--- src/rtl/id_ex_stage_reg_if.sv ---
// ID/EX boundary bundle: decode-side fields in, registered execute-side copies out.
// slave is the pipeline register itself; master is the decode stage / upstream side.
interface id_ex_stage_reg_if #(
    parameter int DATA_W    = 32,
    parameter int ADDR_W    = 5,
    parameter int ALUCTRL_W = 4,
    parameter int CNT_W     = 16
);
    logic                 Stall_In;
    logic                 Flush_In;
    logic                 Valid_In;
    logic                 RegWrite_In;
    logic                 Mem2Reg_In;
    logic                 MemWrite_In;
    logic                 Branch_In;
    logic                 ALUSrc_In;
    logic                 RegDst_In;
    logic [ALUCTRL_W-1:0] ALUCtrl_In;
    logic [DATA_W-1:0]    RegData1_In;
    logic [DATA_W-1:0]    RegData2_In;
    logic [DATA_W-1:0]    Imm_In;
    logic [ADDR_W-1:0]    RSAddr_In;
    logic [ADDR_W-1:0]    RTAddr_In;
    logic [ADDR_W-1:0]    RDAddr_In;

    logic                 Valid_Out;
    logic                 RegWrite_Out;
    logic                 Mem2Reg_Out;
    logic                 MemWrite_Out;
    logic                 Branch_Out;
    logic                 ALUSrc_Out;
    logic                 RegDst_Out;
    logic [ALUCTRL_W-1:0] ALUCtrl_Out;
    logic [DATA_W-1:0]    RegData1_Out;
    logic [DATA_W-1:0]    RegData2_Out;
    logic [DATA_W-1:0]    Imm_Out;
    logic [ADDR_W-1:0]    RSAddr_Out;
    logic [ADDR_W-1:0]    RTAddr_Out;
    logic [ADDR_W-1:0]    RDAddr_Out;
    logic [ADDR_W-1:0]    DestAddr_Out;
    logic                 LoadUseStall_Out;
    logic [CNT_W-1:0]     BubbleCnt_Out;

    // Handshake: Valid_In qualifies the ID instruction; the stage takes it on an edge
    // unless Stall_In is high or LoadUseStall_Out is high, in which case ID must hold it.
    modport slave (
        input  Stall_In, Flush_In, Valid_In, RegWrite_In, Mem2Reg_In, MemWrite_In,
               Branch_In, ALUSrc_In, RegDst_In, ALUCtrl_In, RegData1_In, RegData2_In,
               Imm_In, RSAddr_In, RTAddr_In, RDAddr_In,
        output Valid_Out, RegWrite_Out, Mem2Reg_Out, MemWrite_Out, Branch_Out,
               ALUSrc_Out, RegDst_Out, ALUCtrl_Out, RegData1_Out, RegData2_Out,
               Imm_Out, RSAddr_Out, RTAddr_Out, RDAddr_Out, DestAddr_Out,
               LoadUseStall_Out, BubbleCnt_Out
    );

    modport master (
        output Stall_In, Flush_In, Valid_In, RegWrite_In, Mem2Reg_In, MemWrite_In,
               Branch_In, ALUSrc_In, RegDst_In, ALUCtrl_In, RegData1_In, RegData2_In,
               Imm_In, RSAddr_In, RTAddr_In, RDAddr_In,
        input  Valid_Out, RegWrite_Out, Mem2Reg_Out, MemWrite_Out, Branch_Out,
               ALUSrc_Out, RegDst_Out, ALUCtrl_Out, RegData1_Out, RegData2_Out,
               Imm_Out, RSAddr_Out, RTAddr_Out, RDAddr_Out, DestAddr_Out,
               LoadUseStall_Out, BubbleCnt_Out
    );
endinterface

--- src/rtl/id_ex_stage_reg.sv ---
// ID/EX pipeline register with flush/stall priority, load-use bubble insertion
// and a saturating count of inserted bubbles.
module id_ex_stage_reg #(
    parameter int DATA_W    = 32,
    parameter int ADDR_W    = 5,
    parameter int ALUCTRL_W = 4,
    parameter int CNT_W     = 16
) (
    input logic              CLOCK,
    input logic              RESET_N,
    id_ex_stage_reg_if.slave bus
);
    typedef struct packed {
        logic                 valid;
        logic                 reg_write;
        logic                 mem2reg;
        logic                 mem_write;
        logic                 branch;
        logic                 alu_src;
        logic                 reg_dst;
        logic [ALUCTRL_W-1:0] alu_ctrl;
        logic [DATA_W-1:0]    data1;
        logic [DATA_W-1:0]    data2;
        logic [DATA_W-1:0]    imm;
        logic [ADDR_W-1:0]    rs;
        logic [ADDR_W-1:0]    rt;
        logic [ADDR_W-1:0]    rd;
        logic [ADDR_W-1:0]    dest;
    } stage_t;

    stage_t           stage_q, stage_d;
    logic [CNT_W-1:0] cnt_q, cnt_d;
    logic             hazard;

    // A bubble kills side effects only; data and address fields keep their old value.
    function automatic stage_t bubble(input stage_t s);
        stage_t b;
        b           = s;
        b.valid     = 1'b0;
        b.reg_write = 1'b0;
        b.mem2reg   = 1'b0;
        b.mem_write = 1'b0;
        b.branch    = 1'b0;
        b.alu_ctrl  = '0;
        return b;
    endfunction

    // rt only matters when the consumer reads it as a register (R-type) or stores it.
    always_comb begin
        hazard = stage_q.valid & stage_q.mem2reg & bus.Valid_In & ~bus.Flush_In
               & (stage_q.dest != '0)
               & ((stage_q.dest == bus.RSAddr_In)
                  | ((stage_q.dest == bus.RTAddr_In) & (~bus.ALUSrc_In | bus.MemWrite_In)));
    end

    always_comb begin
        stage_d = stage_q;
        cnt_d   = cnt_q;
        if (bus.Flush_In) begin
            stage_d = bubble(stage_q);
        end else if (!bus.Stall_In) begin
            if (hazard) begin
                stage_d = bubble(stage_q);
                if (cnt_q != '1) begin
                    cnt_d = cnt_q + {{(CNT_W-1){1'b0}}, 1'b1};
                end
            end else begin
                stage_d.valid     = bus.Valid_In;
                stage_d.reg_write = bus.Valid_In & bus.RegWrite_In;
                stage_d.mem2reg   = bus.Valid_In & bus.Mem2Reg_In;
                stage_d.mem_write = bus.Valid_In & bus.MemWrite_In;
                stage_d.branch    = bus.Valid_In & bus.Branch_In;
                stage_d.alu_src   = bus.Valid_In & bus.ALUSrc_In;
                stage_d.reg_dst   = bus.Valid_In & bus.RegDst_In;
                stage_d.alu_ctrl  = bus.Valid_In ? bus.ALUCtrl_In : '0;
                stage_d.data1     = bus.RegData1_In;
                stage_d.data2     = bus.RegData2_In;
                stage_d.imm       = bus.Imm_In;
                stage_d.rs        = bus.RSAddr_In;
                stage_d.rt        = bus.RTAddr_In;
                stage_d.rd        = bus.RDAddr_In;
                stage_d.dest      = bus.RegDst_In ? bus.RDAddr_In : bus.RTAddr_In;
            end
        end
    end

    always_ff @(posedge CLOCK or negedge RESET_N) begin
        if (!RESET_N) begin
            stage_q <= '0;
            cnt_q   <= '0;
        end else begin
            stage_q <= stage_d;
            cnt_q   <= cnt_d;
        end
    end

    assign bus.Valid_Out        = stage_q.valid;
    assign bus.RegWrite_Out     = stage_q.reg_write;
    assign bus.Mem2Reg_Out      = stage_q.mem2reg;
    assign bus.MemWrite_Out     = stage_q.mem_write;
    assign bus.Branch_Out       = stage_q.branch;
    assign bus.ALUSrc_Out       = stage_q.alu_src;
    assign bus.RegDst_Out       = stage_q.reg_dst;
    assign bus.ALUCtrl_Out      = stage_q.alu_ctrl;
    assign bus.RegData1_Out     = stage_q.data1;
    assign bus.RegData2_Out     = stage_q.data2;
    assign bus.Imm_Out          = stage_q.imm;
    assign bus.RSAddr_Out       = stage_q.rs;
    assign bus.RTAddr_Out       = stage_q.rt;
    assign bus.RDAddr_Out       = stage_q.rd;
    assign bus.DestAddr_Out     = stage_q.dest;
    assign bus.LoadUseStall_Out = hazard;
    assign bus.BubbleCnt_Out    = cnt_q;
endmodule

--- src/flat_wrapper.sv ---
// flat-port wrapper written by rule: the top's interface ports become plain ports
module id_ex_stage_reg_flat 
#(
    parameter int DATA_W    = 32,
    parameter int ADDR_W    = 5,
    parameter int ALUCTRL_W = 4,
    parameter int CNT_W     = 16
)
  (CLOCK, RESET_N, bus_Stall_In, bus_Flush_In, bus_Valid_In, bus_RegWrite_In, bus_Mem2Reg_In, bus_MemWrite_In, bus_Branch_In, bus_ALUSrc_In, bus_RegDst_In, bus_ALUCtrl_In, bus_RegData1_In, bus_RegData2_In, bus_Imm_In, bus_RSAddr_In, bus_RTAddr_In, bus_RDAddr_In, bus_Valid_Out, bus_RegWrite_Out, bus_Mem2Reg_Out, bus_MemWrite_Out, bus_Branch_Out, bus_ALUSrc_Out, bus_RegDst_Out, bus_ALUCtrl_Out, bus_RegData1_Out, bus_RegData2_Out, bus_Imm_Out, bus_RSAddr_Out, bus_RTAddr_Out, bus_RDAddr_Out, bus_DestAddr_Out, bus_LoadUseStall_Out, bus_BubbleCnt_Out);
  id_ex_stage_reg_if #(.DATA_W(DATA_W), .ADDR_W(ADDR_W), .ALUCTRL_W(ALUCTRL_W), .CNT_W(CNT_W)) bus_i ();
  input logic CLOCK;
  input logic RESET_N;
  input wire logic [$bits(bus_i.Stall_In)-1:0] bus_Stall_In;
  input wire logic [$bits(bus_i.Flush_In)-1:0] bus_Flush_In;
  input wire logic [$bits(bus_i.Valid_In)-1:0] bus_Valid_In;
  input wire logic [$bits(bus_i.RegWrite_In)-1:0] bus_RegWrite_In;
  input wire logic [$bits(bus_i.Mem2Reg_In)-1:0] bus_Mem2Reg_In;
  input wire logic [$bits(bus_i.MemWrite_In)-1:0] bus_MemWrite_In;
  input wire logic [$bits(bus_i.Branch_In)-1:0] bus_Branch_In;
  input wire logic [$bits(bus_i.ALUSrc_In)-1:0] bus_ALUSrc_In;
  input wire logic [$bits(bus_i.RegDst_In)-1:0] bus_RegDst_In;
  input wire logic [$bits(bus_i.ALUCtrl_In)-1:0] bus_ALUCtrl_In;
  input wire logic [$bits(bus_i.RegData1_In)-1:0] bus_RegData1_In;
  input wire logic [$bits(bus_i.RegData2_In)-1:0] bus_RegData2_In;
  input wire logic [$bits(bus_i.Imm_In)-1:0] bus_Imm_In;
  input wire logic [$bits(bus_i.RSAddr_In)-1:0] bus_RSAddr_In;
  input wire logic [$bits(bus_i.RTAddr_In)-1:0] bus_RTAddr_In;
  input wire logic [$bits(bus_i.RDAddr_In)-1:0] bus_RDAddr_In;
  output wire logic [$bits(bus_i.Valid_Out)-1:0] bus_Valid_Out;
  output wire logic [$bits(bus_i.RegWrite_Out)-1:0] bus_RegWrite_Out;
  output wire logic [$bits(bus_i.Mem2Reg_Out)-1:0] bus_Mem2Reg_Out;
  output wire logic [$bits(bus_i.MemWrite_Out)-1:0] bus_MemWrite_Out;
  output wire logic [$bits(bus_i.Branch_Out)-1:0] bus_Branch_Out;
  output wire logic [$bits(bus_i.ALUSrc_Out)-1:0] bus_ALUSrc_Out;
  output wire logic [$bits(bus_i.RegDst_Out)-1:0] bus_RegDst_Out;
  output wire logic [$bits(bus_i.ALUCtrl_Out)-1:0] bus_ALUCtrl_Out;
  output wire logic [$bits(bus_i.RegData1_Out)-1:0] bus_RegData1_Out;
  output wire logic [$bits(bus_i.RegData2_Out)-1:0] bus_RegData2_Out;
  output wire logic [$bits(bus_i.Imm_Out)-1:0] bus_Imm_Out;
  output wire logic [$bits(bus_i.RSAddr_Out)-1:0] bus_RSAddr_Out;
  output wire logic [$bits(bus_i.RTAddr_Out)-1:0] bus_RTAddr_Out;
  output wire logic [$bits(bus_i.RDAddr_Out)-1:0] bus_RDAddr_Out;
  output wire logic [$bits(bus_i.DestAddr_Out)-1:0] bus_DestAddr_Out;
  output wire logic [$bits(bus_i.LoadUseStall_Out)-1:0] bus_LoadUseStall_Out;
  output wire logic [$bits(bus_i.BubbleCnt_Out)-1:0] bus_BubbleCnt_Out;
  assign bus_i.Stall_In = bus_Stall_In;
  assign bus_i.Flush_In = bus_Flush_In;
  assign bus_i.Valid_In = bus_Valid_In;
  assign bus_i.RegWrite_In = bus_RegWrite_In;
  assign bus_i.Mem2Reg_In = bus_Mem2Reg_In;
  assign bus_i.MemWrite_In = bus_MemWrite_In;
  assign bus_i.Branch_In = bus_Branch_In;
  assign bus_i.ALUSrc_In = bus_ALUSrc_In;
  assign bus_i.RegDst_In = bus_RegDst_In;
  assign bus_i.ALUCtrl_In = bus_ALUCtrl_In;
  assign bus_i.RegData1_In = bus_RegData1_In;
  assign bus_i.RegData2_In = bus_RegData2_In;
  assign bus_i.Imm_In = bus_Imm_In;
  assign bus_i.RSAddr_In = bus_RSAddr_In;
  assign bus_i.RTAddr_In = bus_RTAddr_In;
  assign bus_i.RDAddr_In = bus_RDAddr_In;
  assign bus_Valid_Out = bus_i.Valid_Out;
  assign bus_RegWrite_Out = bus_i.RegWrite_Out;
  assign bus_Mem2Reg_Out = bus_i.Mem2Reg_Out;
  assign bus_MemWrite_Out = bus_i.MemWrite_Out;
  assign bus_Branch_Out = bus_i.Branch_Out;
  assign bus_ALUSrc_Out = bus_i.ALUSrc_Out;
  assign bus_RegDst_Out = bus_i.RegDst_Out;
  assign bus_ALUCtrl_Out = bus_i.ALUCtrl_Out;
  assign bus_RegData1_Out = bus_i.RegData1_Out;
  assign bus_RegData2_Out = bus_i.RegData2_Out;
  assign bus_Imm_Out = bus_i.Imm_Out;
  assign bus_RSAddr_Out = bus_i.RSAddr_Out;
  assign bus_RTAddr_Out = bus_i.RTAddr_Out;
  assign bus_RDAddr_Out = bus_i.RDAddr_Out;
  assign bus_DestAddr_Out = bus_i.DestAddr_Out;
  assign bus_LoadUseStall_Out = bus_i.LoadUseStall_Out;
  assign bus_BubbleCnt_Out = bus_i.BubbleCnt_Out;
  id_ex_stage_reg #(.DATA_W(DATA_W), .ADDR_W(ADDR_W), .ALUCTRL_W(ALUCTRL_W), .CNT_W(CNT_W)) u_core (.CLOCK(CLOCK), .RESET_N(RESET_N), .bus(bus_i));
endmodule
--- config.mk ---
export PLATFORM = sky130hd
export DESIGN_NAME = id_ex_stage_reg_flat
export DESIGN_NICKNAME = d
export VERILOG_FILES = /design/src/rtl/id_ex_stage_reg_if.sv /design/src/rtl/id_ex_stage_reg.sv /design/src/flat_wrapper.sv
export SDC_FILE = /design/constraint.sdc
export NUM_CORES = 1
export LEC_CHECK = 0
export ABC_AREA = 0
export BUFFER_PORTS_ARGS = -buffer_cell sky130_fd_sc_hd__buf_2
export CAP_MARGIN = 5
export CORE_AREA = 2 2 133 135
export DETAILED_ROUTE_END_ITERATION = 12
export DIE_AREA = 0 0 135 137
export GPL_ROUTABILITY_DRIVEN = 0
export SETUP_SLACK_MARGIN = 0.05
export SLEW_MARGIN = 20
export SYNTH_ARGS = -nofsm -noshare
export SYNTH_HDL_FRONTEND = slang
export SYNTH_SLANG_ARGS = --single-unit
--- constraint.sdc ---
create_clock -name CLOCK -period 2.1 [get_ports CLOCK]
set_clock_uncertainty 0.05 [all_clocks]
set_input_delay 0.105 -clock CLOCK [delete_from_list [all_inputs] [get_ports CLOCK]]
set_output_delay 0.105 -clock CLOCK [all_outputs]
set_load 0.01 [all_outputs]
**Yosys cells after proc, flatten, opt, wreduce, memory -nomap -nowiden**

Index checks and enable logic that the tools add are counted.

- Bits in registers: 143
- Input bits: 126
- Output and inout bits: 144
- Logic and storage cells: 47

- Add/sub/neg operators: 1
- Equal/unequal tests: 4
- Multiplexer cells: 5
- Bitwise gates (word level): 18
- Reduce and logical (&&, ||, !) cells: 3

Operator list:

| kind | count |
|---|---|
| 127-bit two-way mux | 3 |
| 16-bit by 1-bit adder with 16-bit output (second input constant) | 1 |
| 16-bit inequality test (second input constant) | 1 |
| 1-bit bitwise AND | 12 |
| 5-bit == test | 2 |
| 5-bit two-way mux | 1 |
| 5-bit nonzero test | 1 |
| 4-bit two-way mux | 1 |
| 1-bit inverter | 4 |
| 4-bit AND reduction | 1 |
| 3-bit AND reduction | 1 |
| 2-bit by 1-bit inequality test with 1-bit output (second input constant) | 1 |
| 1-bit OR | 2 |

**Depth between registers and ports, before layout**

- Depth after elaboration: 8
- Mapped depth: 8
- Mapped depth without buffers: 6

**Worst setup path before layout**

No wires, ideal clock.

- Path kind: flip-flop to flip-flop
- From: register u_core.stage_q, in the netlist u_core.bus.DestAddr_Out[4]
- To: register u_core.stage_q, in the netlist u_core.bus.Imm_Out[10]
- Setup time: 0.125 ns
- Data arrival time: 2.037 ns
- Required time: 1.925 ns
- Path slack: -0.112 ns
- Cell stages (with the launch flop): 9
- Buffers on the path: 3
- Period minus slack after synthesis: 2.212 ns
- Cells stage by stage: dfrtp_1 -> xor2_1 -> nor4_2 -> a22oi_4 -> o21ai_1 -> buf_6 -> buf_6 -> buf_8 -> mux2_4

- Longest elaborated chain between the ends: 6
- Elaborated cells between the ends (all ways): 9
- Classes of those cells: eq/ne (2); bitwise (5); reduce/logical (2)

RTL lines:

| item | line | text |
|---|---|---|
| from (decl) | id_ex_stage_reg.sv:31 | `stage_t stage_q, stage_d;` |
| from (signal assigned) | id_ex_stage_reg.sv:92 | `stage_q <= stage_d;` |
| 5-bit == test | id_ex_stage_reg.sv:53 | `\| ((stage_q.dest == bus.RTAddr_In) & (~bus.ALUSrc_In \| bus.MemWrite_In)));` |
| 1-bit bitwise AND | id_ex_stage_reg.sv:53 |  |
| 1-bit OR | id_ex_stage_reg.sv:53 |  |
| 1-bit bitwise AND * | id_ex_stage_reg.sv:52 | `& ((stage_q.dest == bus.RSAddr_In)` |
| 1-bit inverter (no source line) * | - |  |
| 3-bit AND reduction (no source line) * | - |  |

Mark *: on every way between the ends. The rest lies on a longest branch, timed or not.
A chain may end at the register's enable or synchronous reset.

**Worst setup path after layout**

- From: register u_core.stage_q, in the netlist u_core.bus.DestAddr_Out[2]
- To: register u_core.stage_q, in the netlist u_core.bus.Imm_Out[30]

Same word-level chain as after synthesis.

==> impl_metrics.toml <==
[global_routing]
grt_antenna_before_repair = 0
grt_pass1_wl_um = 26300
first_global_vias = 5301
grt_usage_pct = 18.5
grt_max_degree = 57
overflow = 0

[timing]
worst_slack_ns = -0.0643
fin_tns_setup_ns = -3.27
slew_viol_final = 0
final-setup-viol-count = 96
period_needed_ns = 2.16
holdWs_ns = 0.0636
rsz0062_at_grt = "true"
slew_headroom_pct = 53.0
hold_viol_final = 0
tightest_slew_ns = 0.703
finalCritPeriodShare_pct = 103
fmax_mhz = 462

[synth]
netlist_instances = 396
synth-edff-count = 0
avgSynthCellArea_um2 = 14.9
ys_ff_latch = 143
synthArstFlopShare_pct = 100
syn_area_mm2 = 0.00589
synth_ff_type = "dfrtp_1"
yosysWarnings = 0
synth_cell_types = 38
ys_seq_area_share_pct = 60.8
synth_nets = 523

[floorplanning]
fp.dieArea_mm2 = 0.0185
rows = 48
dieWidth_um = 135
core_area_mm2 = 0.0171
start_util_pct = 34.5
pin_count = 270
die_h_um = 137

[clocking]
clk_path_buf_depth = 2
numCtsBuffers = 17
clkLatencyLatePin_ns = 0.42
clockRootBuffer = "clkbuf_16"
htreeDepth = 4
cts_tree = "done"
path_clk_slew_ns = 0.06
clkSinkCount = 143

[worst_setup_path]
critical_path_required_ns = 2.35
critical_path_class = "reg -> reg"
critical_path_arrival_ns = 2.42
reg2reg_slack_ns = -0.06
crit_path_max_fanout = 13
r2r_cells = 7
r2r-start = "u_core.bus.DestAddr_Out[2]$_DFFE_PN0P_"
rr_endpoint = "u_core.bus.Imm_Out[30]$_DFFE_PN0P_"
endpoint_kind = "register"
cp-start-kind = "register"

[detailed_routing]
drc_errors = 0
wl_per_cell_um = 17.0
postRouteAntennaNets = 0
drt-initial-drc-count = 131
num_vias = 4898
dr.pass1.iters = 4
viasPerCell = 4.58
wirelength_um = 18200

[status]
violations = "setup timing"
status = "finished with violations"

[placed_design]
dpl.hpwl_um = 11400
portBuffers = 269
dpl.cell_count = 905
place_ws_ns = -0.0573

[finish]
layout.cells.non_filler = 1070
antenna_cells = 0
final_layout_size_suffix_gt1_share_pct = 58.2
area_growth_pct = 72.3
nNetsFinal = 960

[hold_path]
worstHoldStart = "bus_RTAddr_In[2]"
holdPathEnd = "u_core.bus.DestAddr_Out[2]$_DFFE_PN0P_"
min_path_type = "in -> reg"
min_delay_path_depth = 3

[pwr]
power_leakage_nw = 5.22
powerDensity_mw_per_mm2 = 818
ir_drop_mv = 0.564

[job]
drv_cap = 0
kinds of logic after synthesis:
logic type / share of synthesized area (%)
DFF: 60.8
muxes: 24.9
and+or+nand+nor: 5.63
xor gates and xnor gates: 3.72
buffers and inverters: 2.76
AOI/OAI and AO/OA: 2.04
adders and majority gates: 0.212
area by class of cell:
type | count | area, µm²
timing repair buffer | 437 | 3140
sequential | 143 | 3580
inverter | 5 | 18.8
multi-input combinational | 229 | 2490
clock inverter | 10 | 160
fill | 1346 | 6910
tap | 225 | 282
clock buffer | 21 | 470
layout by cell type (no fill, tap or decap), types with 9 or more instances in the layout:
cell type,synthesis,layout
dfrtp_1,143,139
dlygate4sd3_1,0,122
mux2_2,103,41
buf_2,1,268
buf_4,9,25
clkbuf_16,0,20
buf_6,2,9
mux2_4,19,81
xor2_1,24,23
nand2_1,24,24
critical path, cell delays in order (launching register included):
cell and delay [ns]:
dfrtp_2 0.42, buf_6 0.13, or4_4 0.50, o21ai_4 0.19, o21ai_4 0.10, buf_12 0.16
clkbuf_16 0.19, mux2_4 0.31
layer usage:
metal | wire length (µm) | part of all wire (%) | track usage (%) | vias up
met1 | 7240 | 40 | 20.9 | 2403
met2 | 9250 | 51 | 32.8 | 199
met3 | 1330 | 7.3 | 5.59 | 28
li1 | - | - | - | 2268
met5 | 0 | 0 | 0 | -
met4 | 364 | 2.0 | 7.29 | 0
worst max-delay path by stage:
stage               slack, ns  cells after the start                              startpoint                                       to
global route            -0.16                      8  u_core.bus.DestAddr_Out[3]$_DFFE_PN0P_  u_core.bus.RegData2_Out[14]$_DFFE_PN0P_
floorplan               -0.03                      8  u_core.bus.DestAddr_Out[3]$_DFFE_PN0P_       u_core.bus.Imm_Out[10]$_DFFE_PN0P_
finish                  -0.06                      7  u_core.bus.DestAddr_Out[2]$_DFFE_PN0P_       u_core.bus.Imm_Out[30]$_DFFE_PN0P_
global placement        -0.08                      8  u_core.bus.DestAddr_Out[3]$_DFFE_PN0P_     u_core.bus.RTAddr_Out[0]$_DFFE_PN0P_
detailed placement      -0.06                      8  u_core.bus.DestAddr_Out[3]$_DFFE_PN0P_     u_core.bus.RDAddr_Out[0]$_DFFE_PN0P_
CTS                     -0.05                      8  u_core.bus.DestAddr_Out[3]$_DFFE_PN0P_  u_core.bus.RegData2_Out[27]$_DFFE_PN0P_
synth_stat cells, types with 2 or more instances:
cell type    n  area share, %
and4_1       2           0.30
inv_1        5           0.32
clkbuf_1     3           0.19
nor3_1       8           0.68
o21ai_0      8           0.68
buf_4        9            1.1
xor2_1      24            3.6
mux2i_1      2           0.34
buf_8        2           0.51
nor2_1       5           0.32
nor4_1       6           0.64
buf_6        2           0.38
mux2_2     103             20
nand3_1      3           0.25
nand4_1      5           0.53
mux2_4      19            4.8
o21ai_2      2           0.30
dfrtp_1    143             61
buf_1        2           0.13
nand2_1     24            1.5
nor4b_1      2           0.30
power by group:
part	switching, mW	total [mW]	internal (mW)
Clock	1.13	3.20	2.07
Combinational	0.751	1.79	1.03
Sequential	0.202	3.31	3.11
Total	2.08	8.30	6.21
state kept, by name (all words and copies together), names as in the netlist:
name                      flops
u_core.bus.Imm_Out           32
u_core.bus.Valid_Out          1
u_core.bus.RegData2_Out      32
u_core.bus.RTAddr_Out         5
u_core.bus.BubbleCnt_Out     16
u_core.bus.MemWrite_Out       1
u_core.bus.RSAddr_Out         5
u_core.bus.ALUSrc_Out         1
u_core.bus.DestAddr_Out       5
u_core.bus.RDAddr_Out         5
u_core.bus.RegWrite_Out       1
u_core.bus.ALUCtrl_Out        4
u_core.bus.Mem2Reg_Out        1
u_core.bus.RegDst_Out         1
u_core.bus.Branch_Out         1
u_core.bus.RegData1_Out      32
metrics by stage:
stage	util (%)	power (mW)	area [µm²]
after global routing	59.5	8.68	10100
after CTS	56.9	8.19	9710
after global placement	45.6	4.71	7770
after detailed placement	45.6	4.75	7770
final	59.5	8.30	10100
after floorplan	-	4.01	5910
what timing repair did:
| item | CTS | global route |
|---|---|---|
| setup endpoints to repair | 118 | 134 |
| cloned | 1 | 4 |
| buffers inserted | 4 | 3 |
| endpoints found under the hold margin | 173 | 0 |
| hold buffers | 122 | 0 |
| resized for setup | 8 | 82 |
| pin swaps | 0 | 4 |
Power figures use the tool's default switching activity.
